## src/rtl/pwr_wake_sched.sv

```systemverilog
// rtl/pwr_wake_sched.sv - round-robin wake-up sequencer with settle and gap timing
// Admits one peripheral wake at a time, holds its grant for a settle window, then idles for a gap.
module pwr_wake_sched #(
    parameter int N  = 4,
    parameter int CW = 8
) (
    input  logic          clk,
    input  logic          rst,
    input  logic          sched_en,
    input  logic [N-1:0]  wake_req,
    input  logic [CW-1:0] settle_cyc,
    input  logic [CW-1:0] gap_cyc,
    output logic [N-1:0]  grant,
    output logic [N-1:0]  wake_done,
    output logic          busy,
    output logic [15:0]   wake_cnt,
    output logic [15:0]   abort_cnt
);

    localparam int PW = (N > 1) ? $clog2(N) : 1;

    typedef enum logic [1:0] {
        IDLE,
        SETTLE,
        GAP
    } state_t;

    state_t        state;
    logic [PW-1:0] ptr;
    logic [PW-1:0] winner;
    logic [CW-1:0] settle_left;
    logic [CW-1:0] gap_left;
    logic [CW-1:0] gap_lat;

    logic          arb_found;
    logic [PW-1:0] arb_idx;
    logic [PW-1:0] scan_idx;
    logic [N-1:0]  arb_onehot;
    logic [PW-1:0] ptr_next;
    logic [CW-1:0] eff_settle;

    // Rotating priority: scan upward from ptr, wrapping past N-1 back to 0.
    always_comb begin
        arb_found  = 1'b0;
        arb_idx    = '0;
        scan_idx   = '0;
        arb_onehot = '0;
        for (int i = 0; i < N; i++) begin
            scan_idx = PW'((int'(ptr) + i) % N);
            if (!arb_found && wake_req[scan_idx]) begin
                arb_found = 1'b1;
                arb_idx   = scan_idx;
            end
        end
        arb_onehot[arb_idx] = 1'b1;
        ptr_next   = (arb_idx == PW'(N - 1)) ? '0 : arb_idx + PW'(1);
        eff_settle = (settle_cyc == '0) ? CW'(1) : settle_cyc;
    end

    always_ff @(posedge clk) begin
        if (rst) begin
            state       <= IDLE;
            grant       <= '0;
            wake_done   <= '0;
            busy        <= 1'b0;
            wake_cnt    <= '0;
            abort_cnt   <= '0;
            ptr         <= '0;
            winner      <= '0;
            settle_left <= '0;
            gap_left    <= '0;
            gap_lat     <= '0;
        end else begin
            case (state)
                IDLE: begin
                    grant     <= '0;
                    wake_done <= '0;
                    if (sched_en && arb_found) begin
                        winner      <= arb_idx;
                        grant       <= arb_onehot;
                        // A one-cycle settle window completes in its first grant cycle.
                        wake_done   <= (eff_settle == CW'(1)) ? arb_onehot : '0;
                        settle_left <= eff_settle;
                        gap_lat     <= gap_cyc;
                        ptr         <= ptr_next;
                        state       <= SETTLE;
                        busy        <= 1'b1;
                    end else begin
                        busy <= 1'b0;
                    end
                end

                SETTLE: begin
                    if (settle_left == CW'(1)) begin
                        grant     <= '0;
                        wake_done <= '0;
                        if (wake_cnt != 16'hFFFF) begin
                            wake_cnt <= wake_cnt + 16'd1;
                        end
                        if (gap_lat != '0) begin
                            gap_left <= gap_lat;
                            state    <= GAP;
                        end else begin
                            state <= IDLE;
                            busy  <= 1'b0;
                        end
                    end else if (!wake_req[winner]) begin
                        grant     <= '0;
                        wake_done <= '0;
                        if (abort_cnt != 16'hFFFF) begin
                            abort_cnt <= abort_cnt + 16'd1;
                        end
                        if (gap_lat != '0) begin
                            gap_left <= gap_lat;
                            state    <= GAP;
                        end else begin
                            state <= IDLE;
                            busy  <= 1'b0;
                        end
                    end else begin
                        settle_left <= settle_left - CW'(1);
                        wake_done   <= (settle_left == CW'(2)) ? grant : '0;
                    end
                end

                GAP: begin
                    if (gap_left == CW'(1)) begin
                        state <= IDLE;
                        busy  <= 1'b0;
                    end else begin
                        gap_left <= gap_left - CW'(1);
                    end
                end

                default: begin
                    state     <= IDLE;
                    grant     <= '0;
                    wake_done <= '0;
                    busy      <= 1'b0;
                end
            endcase
        end
    end

`ifndef SYNTHESIS
    if (N < 1) begin : g_bad_n
        $error("pwr_wake_sched needs N >= 1");
    end

    grant_onehot_a: assert property (@(posedge clk) disable iff (rst) $onehot0(grant));
    done_in_grant_a: assert property (@(posedge clk) disable iff (rst) (wake_done & ~grant) == '0);
`endif

endmodule

```

## config.mk

```make
export PLATFORM = sky130hd
export DESIGN_NAME = pwr_wake_sched
export DESIGN_NICKNAME = d
export VERILOG_FILES = /design/src/rtl/pwr_wake_sched.sv
export SDC_FILE = /design/constraint.sdc
export NUM_CORES = 1
export LEC_CHECK = 0
export CAP_MARGIN = 20
export CORE_MARGIN = 4
export CORE_UTILIZATION = 50
export DETAILED_ROUTE_END_ITERATION = 10
export PLACE_DENSITY = 0.76
export SLEW_MARGIN = 20
export SYNTH_ARGS = -nofsm -noshare
export SYNTH_HDL_FRONTEND = slang
export SYNTH_SLANG_ARGS = --single-unit
```

## constraint.sdc

```tcl
create_clock -name clk -period 2.9 [get_ports clk]
set_input_delay 0.725 -clock clk [delete_from_list [all_inputs] [get_ports clk]]
set_output_delay 0.725 -clock clk [all_outputs]
set_load 0.005 [all_outputs]
```

Word level (Yosys, flattened, before mapping)
Cells that the tools add are included.

Register bits after elaboration: 71. Bits of input ports: 23. Output and inout port bits: 41. Word-level logic and storage cells: 118.

$add $sub $neg: 8. Magnitude comparators: 7. Equal/unequal tests: 15. Multiplexer cells: 53. Bitwise gates (word level): 3. Reduce and logical (&&, ||, !) cells: 21.

Operators with widths (number): 2-to-1 mux 8 bit (8); adder 16 x 1 -> 16 bit (second input constant) (2); 2-to-1 mux 4 bit (8); inequality test 16 bit (second input constant) (2); case mux 8 bit (2 select lines) (2); equality test 8 x 1 -> 1 bit (second input constant) (3); case mux 4 bit (3 select lines) (2); 2-to-1 mux 2 bit (10); less-than comparator 2 x 3 -> 1 bit (second input constant) (6); subtractor 8 x 1 -> 8 bit (second input constant) (2); 2-to-1 mux 1 bit (15); binary-select mux 1 bit (select 2 bit) (5); inequality test 2 bit (second input constant) (5); AND reduction 3 bit (3); equality test 8 x 2 -> 1 bit (second input constant) (1); zero test 8 bit (1); AND reduction 4 bit (2); nonzero test 8 bit (1); case mux 2 bit (3 select lines) (1); AND reduction 2 bit (3); logical AND 1 bit (5); adder 2 x 1 -> 2 bit (second input constant) (2); adder 2 bit (second input constant) (2); equality test 2 bit (second input constant) (2); other kinds (9) (14).

Depth between registers and ports, before layout
Gate-level depths: netlist of the first run.

Depth in word-level cells: 19. Depth in mapped cells: 9. Mapped depth without buffers: 9.

Least setup slack after synthesis of the first run
Ideal clock, no wire load.

Path type: input-to-reg. From: input wake_req[3]. To: register abort_cnt[10]. Setup time: 0.128 ns. Data arrival time: 2.319 ns. Data required time: 2.772 ns. Slack: 0.453 ns. Stages: 6. Buffers on the path: 1. Cells stage by stage: mux4_2 > a311o_1 > buf_2 > nor4_1 > xnor2_1 > nor2_1.

Word-level cells in the longest chain between the ends: 4.

RTL lines: from (decl) (line 10) `input logic [N-1:0] wake_req,`; binary-select mux 1 bit (select 2 bit) (line 107) `end else if (!wake_req[winner]) begin`; 2-to-1 mux 1 bit (implied by the code) (line 107); inverter 1 bit (no line); AND reduction 4 bit (no line); to (signal assigned) (line 111) `abort_cnt <= abort_cnt + 16'd1;`; to (decl) (line 17) `output logic [15:0] abort_cnt`.

No other way between the ends. The select of a mux whose other input is x is not followed. A chain may end at the register's enable or synchronous reset.

Final worst setup path of the first run
From: input wake_req[3]. To: register abort_cnt[14].

Same word-level chain as after synthesis.

==> reports/results.tsv, run 1 <==
stage	metric	value	unit
outcome	status	finished, final reports clean	
power	power.density	548	mW/mm^2
logic_synthesis	synth.distinct_cells	61	
timing	fin_crit_sh	0.896	
route	wire_per_inst	14.2	um
logic_synthesis	syn_inst	483	
power	ir_worst_vdd	0.272	mV
grt	gr-usage-all-layers	0.215	
logic_synthesis	syn_area	0.00382	mm^2
grt	antenna_found_initial	0	
clocking	htreeDepth	3	
route	drtIter0Drc	182	
setup_path	crit_type	in -> reg	
clocking	root_buffer	clkbuf_8	
logic_synthesis	async_reset_ff_frac	0	
logic_synthesis	ys_ff_latch	71	
route	via_count	3751	
setup_path	crit_arrival	2.84	ns
floorplan	die_w	95.5	um
setup_path	critical_path.max_fanout	14	
timing	tns	0	ns
setup_path	cpMaxStageDelayCell	mux4_2	
logic_synthesis	synthFlopType	dfxtp_1	
grt	grt_max_degree	33	
floorplan	die_area	0.00911	mm^2
timing	hold_viol	0	
logic_synthesis	mappedNetlistNets	520	
floorplan	start_util	0.522	
clocking	postCtsSetupBuffers	0	
clocking	cts_buffer_depth	2	
clocking	hold_buffers	0	
clocking	clock_latency	0.35	ns
route	viasPerCell	5.67	
timing	rsz0062_at_grt	no	
setup_path	critPathLaunchType	input port	
clocking	clkSinkCount	71	
timing	fin_skew	0.00792	ns
timing	min_period	2.60	ns
timing	slew_headroom	0.430	
floorplan	die_h	95.5	um
timing	hold_ws	0.462	ns
final_layout	final_cell_mix	71 x dfxtp_1, 62 x clkdlybuf4s50_1, 60 x nand2_1	
setup_path	cp.required	3.14	ns
logic_synthesis	synth_edf_count	0	
route	drt-total-wl	9400	um
timing	worstMarginPinSlew	0.848	ns
placed_design	routabilityCongestion	0.931	
floorplan	boundaryPins	64	
min_path	hold_path_class	reg -> reg	
timing	setup_viol	0	
final_layout	diodes	0	
timing	max_freq	385	MHz
floorplan	core_area	0.00733	mm^2
power	p_leak	1.69	nW
clocking	cts_tree	built	
setup_path	path_cells	clkdlybuf4s50_1, mux4_2, a311o_1, buf_4, nor4b_1, xnor2_1, nor2_1	
setup_path	cp_top_family	buffers and inverters	
logic_synthesis	synth_warnings	0	
logic_synthesis	seq_area_frac_synth	0.372	
grt	grt_pass1_vias	3599	
setup_path	worst_setup_path_end_kind	register	
final_layout	nets	595	
final_layout	drive_gt1_frac	0.0870	
placed_design	dpl.hpwl	6670	um
clocking	path_clk_slew	0.08	ns
clocking	numCtsBuffers	9	
clocking	cts_resized	0	
setup_path	path_buf_inv	2	
final_layout	layout_commonest_cell	dfxtp_1	
floorplan	rows	31	
setup_path	cpPeakStageDelay	0.52	ns
route	antenna_left	0	
grt	grt_overflow	0	
final_layout	syn2layout_area_growth	27.7	%
logic_synthesis	syn_area_per_cell	7.92	um^2
grt	grt_pass1_wl	15900	um
route	route.detailed.drc	0	
placed_design	io_buffers	63	
timing	slew_violations	0	
route	dr.pass1.iters	4	
flow_run	max-cap-violations	0	
## cell type report
type                       instances  area, um^2
clock buffer                      10         138
clock inverter                     6         108
fill                             606        2450
inverter                          21        78.8
multi-input combinational        372        2230
sequential                        71        1420
tap                               99         124
timing repair buffer              83         788
## per-layer routing
layer  track usage  part of all wire
met4        0.0592             0.011
met1         0.255              0.44
met2         0.382              0.50
met5             0                 0
met3        0.0592             0.050
## worst reg2reg max path: cells and delay by family, from the launching register on
family / cells / cell delay (ns)
AOI/OAI and AO/OA: 2 / 0.38
buffers and inverters: 1 / 0.08
adders and majority gates: 1 / 0.46
and+or+nand+nor: 3 / 1.15
DFF: 1 / 0.33
## power breakdown
| part | internal [mW] | total [mW] | switching [mW] | leakage [nW] |
|---|---|---|---|---|
| Sequential | 1.03 | 1.10 | 0.0653 | 0.576 |
| Clock | 0.592 | 0.967 | 0.376 | 0.122 |
| Combinational | 0.263 | 0.610 | 0.347 | 0.990 |
| Total | 1.89 | 2.68 | 0.787 | 1.69 |
## cell usage after synthesis (4+ instances only)
master | n | area (um^2)
or2_2 | 4 | 25.0
nand2_1 | 60 | 225
nor2_1 | 52 | 195
nor4_1 | 18 | 113
nand4_1 | 9 | 56.3
nor2b_1 | 5 | 31.3
o21ai_0 | 24 | 120
ha_1 | 14 | 175
a21o_1 | 6 | 45.0
or3_1 | 5 | 31.3
xnor2_1 | 20 | 175
nor3_1 | 15 | 75.1
clkbuf_1 | 14 | 52.6
or4_1 | 4 | 30.0
inv_1 | 21 | 78.8
a31oi_1 | 5 | 31.3
a21oi_1 | 55 | 275
a211oi_1 | 4 | 30.0
dfxtp_1 | 71 | 1420
nand3_1 | 17 | 85.1
## flip-flops by register name (all words and copies together) (netlist names)
register,count
abort_cnt,16
busy,1
gap_lat,8
gap_left,8
grant,4
ptr,2
settle_left,8
state,2
wake_cnt,16
wake_done,4
winner,2
## stage by stage
stage / std cells / cell area (um^2) / utilization / total power [mW] / worst slack, ns
CTS: 662 / 4880 / 0.666 / 2.69 / 0.321
global route: 662 / 4880 / 0.666 / 2.80 / 0.197
floorplan: 483 / 3820 / - / 1.52 / 0.453
detailed placement: 646 / 4640 / 0.633 / 1.72 / -0.0493
global placement: 646 / 4640 / 0.633 / 1.70 / 0.00455
finish: 662 / 4880 / 0.666 / 2.68 / 0.301
## cell families after synthesis
logic type / share of synthesized area
AOI/OAI and AO/OA: 0.187
xor gates and xnor gates: 0.0527
adders and majority gates: 0.0458
buffers and inverters: 0.0461
DFF: 0.372
muxes: 0.0170
and+or+nand+nor: 0.280
## worst paths after layout
path / startpoint / endpoint / slack (ns) / cells after the start
hold / removal: wake_done[3]$_SDFFE_PP0N_ / wake_done[3]$_SDFFE_PP0N_ / 0.46 / 2
setup / recovery: wake_req[3] / abort_cnt[14]$_SDFFE_PP0P_ / 0.30 / 7
setup reg to reg: state[1]$_SDFFE_PP0P_ / wake_cnt[7]$_SDFFE_PP0P_ / 0.44 / 7
hold reg to reg: wake_done[3]$_SDFFE_PP0N_ / wake_done[3]$_SDFFE_PP0N_ / 0.46 / 2
No activity file was read; power rests on OpenSTA's default activity.
==> run 2: changes to the inputs <==
- CORE_UTILIZATION: 50 -> 48
- PLACE_DENSITY: 0.76 -> unset
- PLACE_DENSITY_LB_ADDON: unset -> 0.1
- clock period: 2.9 -> 2.1 ns (I/O delays scaled with it)
==> run 2 against run 1 <==
Against the previous run:
- the flow now finishes with violations (setup timing)
- first-iteration DRC count is 19% lower
- register-to-register slack worse by 0.50 ns
- highest routed layer unchanged
- clock skew is 0.00054 ns lower
- core utilization is 4.4 points higher
- largest power group unchanged
- design area is 12% higher
- clock power is 7% higher
- global-route usage is 0.18 points lower
- via count is 5.6% higher
- routed wire length is 9.6% higher
==> reports/results.tsv, run 2 (same netlist as run 1, synthesis figures left out) <==
stage	metric	value	unit	change
power	power_switching	1.18	mW	+50%
grt	grt_overflow	0		unchanged
placed_design	dpl.hpwl	7300	um	+9.5%
timing	fin_crit_sh	1.03		
setup_path	cp.required	2.33	ns	-0.81 ns
timing	setup_viol	10		+10
final_layout	drive_gt1_frac	0.216		+0.129
route	viasPerCell	5.60		-1.2%
route	drtIter0Drc	148		-19%
clocking	cts_tree	built		
min_path	min_path_cells	2		unchanged
clocking	cts_buffer_depth	2		unchanged
setup_path	worst_r2r_endpoint	gap_left[1]$_SDFFE_PP0P_		
route	via_count	3962		+5.6%
timing	hold_ws	0.457	ns	-0.00564 ns
route	route.detailed.drc	0		unchanged
power	intPower	2.48	mW	+31%
clocking	numCtsBuffers	9		unchanged
power	clockPowerShare	0.281		-0.080
flow_run	max-cap-violations	0		unchanged
min_path	hold_path_end	wake_done[1]$_SDFFE_PP0N_		
final_layout	final_cell_mix	66 x dfxtp_1, 58 x nand2_1, 58 x clkdlybuf4s50_1		
clocking	hold_buffers	0		unchanged
timing	slew_violations	0		unchanged
setup_path	crit_arrival	2.39	ns	-0.45 ns
setup_path	rr_startpoint	gap_left[2]$_SDFFE_PP0P_		
route	drt-total-wl	10300	um	+9.6%
grt	grt_pass1_wl	17200	um	+8.3%
clocking	htreeDepth	3		unchanged
timing	rsz0062_at_grt	yes		
route	antenna_left	0		unchanged
clocking	path_clk_slew	0.07	ns	about the same
floorplan	start_util	0.495		-0.0268
final_layout	diodes	0		unchanged
clocking	root_buffer	clkbuf_8		
power	seq_power_share	0.412		about the same
grt	grt_max_degree	24		-27%
clocking	clock_latency	0.34	ns	about the same
setup_path	regToRegSetupSlack	-0.06	ns	-0.50 ns
route	dr.pass1.iters	4		unchanged
power	power.density	667	mW/mm^2	+22%
floorplan	core_area	0.00773	mm^2	+5.4%
route	wire_per_inst	14.6	um	+2.5%
final_layout	layout_commonest_cell	dfxtp_1		
grt	grt_pass1_vias	3769		+4.7%
floorplan	boundaryPins	64		unchanged
placed_design	io_buffers	63		unchanged
setup_path	r2r.worst_path.cells	6		-1
floorplan	die_w	97.3	um	+1.9%
floorplan	rows	32		+3.2%
power	p_leak	1.93	nW	+14%
timing	min_period	2.16	ns	
timing	worstMarginPinSlew	0.510	ns	-0.338 ns
placed_design	routabilityCongestion	0.858		-7.8%
clocking	clkSinkCount	71		unchanged
power	ir_worst_vdd	0.322	mV	+18%
final_layout	syn2layout_area_growth	43.5	%	
power	power	3.66	mW	+37%
final_layout	nFillCells	617		+1.8%
timing	setup_ws	-0.0573	ns	-0.359 ns
grt	antenna_found_initial	0		unchanged
setup_path	critical_path.max_fanout	6		-8
setup_path	worst_setup_path_end_kind	register		
final_layout	nets	639		+7.4%
outcome	status	complete, but fails checks		
outcome	violations	setup timing		
floorplan	die_area	0.00946	mm^2	+3.8%
final_layout	reg_top3	abort_cnt x16, wake_cnt x16		
power	combPwrFrac	0.307		+0.079
timing	slew_headroom	0.660		+0.230
min_path	hold_path_class	reg -> reg		
setup_path	critPathLaunchType	register		
floorplan	die_h	97.3	um	+1.9%
power	switching_share	0.323		+0.0292
placed_design	preCtsSetupSlack	-0.604	ns	-0.555 ns
grt	gr-usage-all-layers	0.214		-0.00182
timing	max_freq	464	MHz	
timing	hold_viol	0		unchanged
min_path	min_from	wake_done[1]$_SDFFE_PP0N_		
timing	fin_skew	0.00739	ns	-0.000537 ns
setup_path	crit_type	reg -> reg		
==> run 2: critical path: stages, from the launching register on <==
cell       delay (ns)
dfxtp_2          0.32
or4_4            0.53
or4b_4           0.55
o2111ai_4        0.32
buf_6            0.18
a211o_1          0.10
a21oi_1          0.05
==> run 2: worst max path at each step <==
stage                                         from                          to  slack (ns)
after floorplan                        wake_req[3]   abort_cnt[7]$_SDFFE_PP0P_       -0.06
after global routing      gap_left[2]$_SDFFE_PP0P_       state[1]$_SDFFE_PP0P_       -0.13
after global placement                 wake_req[3]  abort_cnt[14]$_SDFFE_PP0P_       -0.56
after CTS                 gap_left[3]$_SDFFE_PP0P_       state[1]$_SDFFE_PP0P_       -0.09
after detailed placement               wake_req[3]   abort_cnt[9]$_SDFFE_PP0P_       -0.60
final                     gap_left[2]$_SDFFE_PP0P_    gap_left[1]$_SDFFE_PP0P_       -0.06
==> run 2: timing repair <==
action,in CTS,in global routing
gates cloned,2,0
setup endpoints to repair,31,38
buffers inserted,3,3
pin swaps,17,15
gates resized for setup,37,23
==> run 2: per-stage QoR <==
stage	area, um^2	cells	setup TNS [ns]	utilization
2_1_floorplan	3910	483	-0.197	-
3_3_place_gp	5010	686	-18.31	0.648
3_5_place_dp	5010	686	-19.71	0.648
4_1_cts	5330	705	-0.368	0.690
5_1_grt	5490	708	-1.09	0.710
6_report	5490	708	-0.338	0.710
==> run 2: cell type report <==
| type | count | area (um^2) | area share |
|---|---|---|---|
| Timing Repair Buffer | 126 | 1130 | 0.206 |
| Multi-Input combinational cell | 373 | 2540 | 0.463 |
| Clock buffer | 12 | 165 | 0.0301 |
| Sequential cell | 71 | 1430 | 0.260 |
| Tap cell | 102 | 128 | 0.0233 |
| Inverter | 21 | 78.8 | 0.0144 |
| Clock inverter | 3 | 17.5 | 0.00319 |
==> run 2: power groups by stage <==
stage | Combinational [mW] | Clock, mW | Sequential, mW
after floorplan | 0.596 | 0 | 1.52
after global placement | 0.985 | 0 | 1.53
after detailed placement | 1.01 | 0 | 1.53
after CTS | 1.07 | 1.05 | 1.50
after global routing | 1.24 | 1.10 | 1.52
final | 1.12 | 1.03 | 1.51
==> run 2: metal layers <==
layer  track usage  up-vias  share of wire
met4        0.0863        0          0.017
met2         0.355       92           0.49
met3        0.0380       12          0.043
met5             0        -              0
met1         0.274     1887           0.45
li1              -     1971              -
==> run 3: changes to the inputs <==
- REMOVE_ABC_BUFFERS: unset -> 1
==> run 3 against run 2 <==
Against the previous run:
- cell count fell by 0.42%
- the run still ends with setup timing left
- routed wire length barely moved
- setup slack got worse by 0.10 ns
- critical path depth did not move
- combinational power barely moved
==> reports/results.tsv, run 3 (same netlist as run 1, synthesis figures left out) <==
stage	metric	value	unit	change
power	power	3.83	mW	+4.6%
min_path	hold_path_class	reg -> reg		
timing	fin_crit_sh	1.08		+0.0481
clocking	cts_tree	built		
setup_path	cp.required	2.33	ns	about the same
setup_path	rr_startpoint	gap_left[2]$_SDFFE_PP0P_		
outcome	status	complete, but fails checks		
floorplan	rows	32		unchanged
timing	hold_viol	0		unchanged
floorplan	boundaryPins	64		unchanged
setup_path	worst_r2r_endpoint	state[1]$_SDFFE_PP0P_		
timing	hold_ws	0.468	ns	+0.0112 ns
placed_design	routabilityCongestion	0.847		-1.2%
clocking	path_clk_slew	0.07	ns	about the same
final_layout	diodes	0		unchanged
floorplan	core_area	0.00773	mm^2	unchanged
route	antenna_left	0		unchanged
floorplan	die_h	97.3	um	unchanged
setup_path	regToRegSetupSlack	-0.16	ns	-0.10 ns
setup_path	worst_setup_path_end_kind	register		
clocking	cts_buffer_depth	2		unchanged
clocking	clkSinkCount	71		unchanged
floorplan	die_w	97.3	um	unchanged
power	power_switching	1.18	mW	-0.46%
clocking	htreeDepth	3		unchanged
route	wire_per_inst	14.6	um	+0.48%
min_path	min_path_cells	2		unchanged
grt	gr-usage-all-layers	0.219		+0.00543
flow_run	max-cap-violations	0		unchanged
min_path	hold_path_end	wake_done[1]$_SDFFE_PP0N_		
min_path	min_from	wake_done[1]$_SDFFE_PP0N_		
setup_path	critical_path.max_fanout	4		-2
timing	setup_viol	11		+1
floorplan	die_area	0.00946	mm^2	unchanged
setup_path	critPathLaunchType	register		
setup_path	crit_arrival	2.49	ns	+0.10 ns
final_layout	drive_gt1_frac	0.204		-0.0122
setup_path	r2r.worst_path.cells	6		unchanged
timing	max_freq	443	MHz	-4.5%
power	clockPowerShare	0.321		+0.040
power	combPwrFrac	0.287		-0.020
placed_design	io_buffers	63		unchanged
grt	grt_max_degree	26		+8.3%
power	switching_share	0.308		-0.0157
final_layout	seqCellArea	0.00143	mm^2	about the same
clocking	clock_latency	0.35	ns	about the same
setup_path	crit_type	reg -> reg		
final_layout	syn2layout_area_growth	42.6	%	
timing	fin_skew	0.00821	ns	+0.000818 ns
clocking	numCtsBuffers	9		unchanged
power	seq_power_share	0.392		-0.020
timing	tns	-0.932	ns	-0.593 ns
timing	worstMarginPinSlew	0.816	ns	+0.306 ns
route	drt-total-wl	10300	um	about the same
route	dr.pass1.iters	5		+1
route	route.detailed.drc	0		unchanged
timing	slew_violations	0		unchanged
placed_design	dpl.hpwl	7130	um	-2.3%
final_layout	multi_input_area	0.00249	mm^2	-2.1%
power	intPower	2.65	mW	+7.0%
final_layout	reg_top3	abort_cnt x16, wake_cnt x16		
final_layout	nets	636		-0.47%
power	p_leak	1.90	nW	-1.4%
timing	slew_headroom	0.451		-0.209
route	via_count	3903		-1.5%
power	ir_worst_vdd	0.396	mV	+23%
grt	antenna_found_initial	0		unchanged
timing	min_period	2.26	ns	+0.101 ns
route	viasPerCell	5.54		-1.1%
grt	grt_overflow	0		unchanged
grt	grt_pass1_vias	3764		-0.13%
clocking	root_buffer	clkbuf_8		
final_layout	layout_commonest_cell	dfxtp_1		
final_layout	final_cell_mix	67 x dfxtp_1, 60 x nand2_1, 58 x clkdlybuf4s50_1		
timing	rsz0062_at_grt	yes		
setup_path	cp-startpoint	gap_left[2]$_SDFFE_PP0P_		
timing	setup_ws	-0.158	ns	-0.101 ns
outcome	violations	setup timing		
floorplan	start_util	0.495		unchanged
power	power.density	702	mW/mm^2	+5.2%
route	drtIter0Drc	130		-12%
grt	grt_pass1_wl	17400	um	+1.2%
final_layout	nFillCells	630		+2.1%
## run 3: final cells by class
class,instances,share of cell area
flip-flops and latches,71,0.262
inverters,21,0.0145
clock buffers,10,0.0252
repair buffers,124,0.205
well taps,102,0.0234
multi-input cells,372,0.456
clock inverters,5,0.0149
## run 3: power groups by stage
stage / Combinational (mW) / Sequential (mW) / Clock [mW]
floorplan: 0.531 / 1.52 / 0
global placement: 0.971 / 1.52 / 0
detailed placement: 0.985 / 1.52 / 0
CTS: 1.05 / 1.49 / 1.25
global route: 1.21 / 1.51 / 1.33
finish: 1.10 / 1.50 / 1.23
## run 3: through the flow
step	util	instances	worst slack, ns	instance area (um^2)
finish	0.706	705	-0.158	5450
global route	0.706	705	-0.196	5450
CTS	0.690	702	-0.135	5330
detailed placement	0.635	684	-0.617	4900
global placement	0.635	684	-0.571	4900
floorplan	-	464	-0.223	3730
## run 3: how the worst max path moves through the flow
stage / end / depth (start not counted)
finish: state[1]$_SDFFE_PP0P_ / 6
global route: state[1]$_SDFFE_PP0P_ / 5
CTS: gap_left[6]$_SDFFE_PP0P_ / 7
detailed placement: abort_cnt[9]$_SDFFE_PP0P_ / 7
global placement: abort_cnt[4]$_SDFFE_PP0P_ / 7
floorplan: gap_left[7]$_SDFFE_PP0P_ / 6
## run 3: timing repair
item	in CTS	in global routing
hold buffers	0	0
buffers inserted	1	3
endpoints found under the hold margin	0	0
resized for setup	37	30
pin swaps	16	15
endpoints found under the setup margin	32	41
gates cloned	2	0
## run 3: per-layer routing
metal	vias to the layer above	GRT usage	routed length [um]
met2	82	0.342	4850
met4	0	0.0714	146
met5	-	0	0
met3	13	0.0402	404
li1	1955	-	-
met1	1853	0.306	4920
## run 3: worst max-delay path, stage by stage, from the launching register on
cell and delay [ns]:
dfxtp_2 0.32, or4_4 0.53, or4b_4 0.57, a21o_1 0.24, buf_6 0.13, o21ai_0 0.26
a21oi_2 0.11
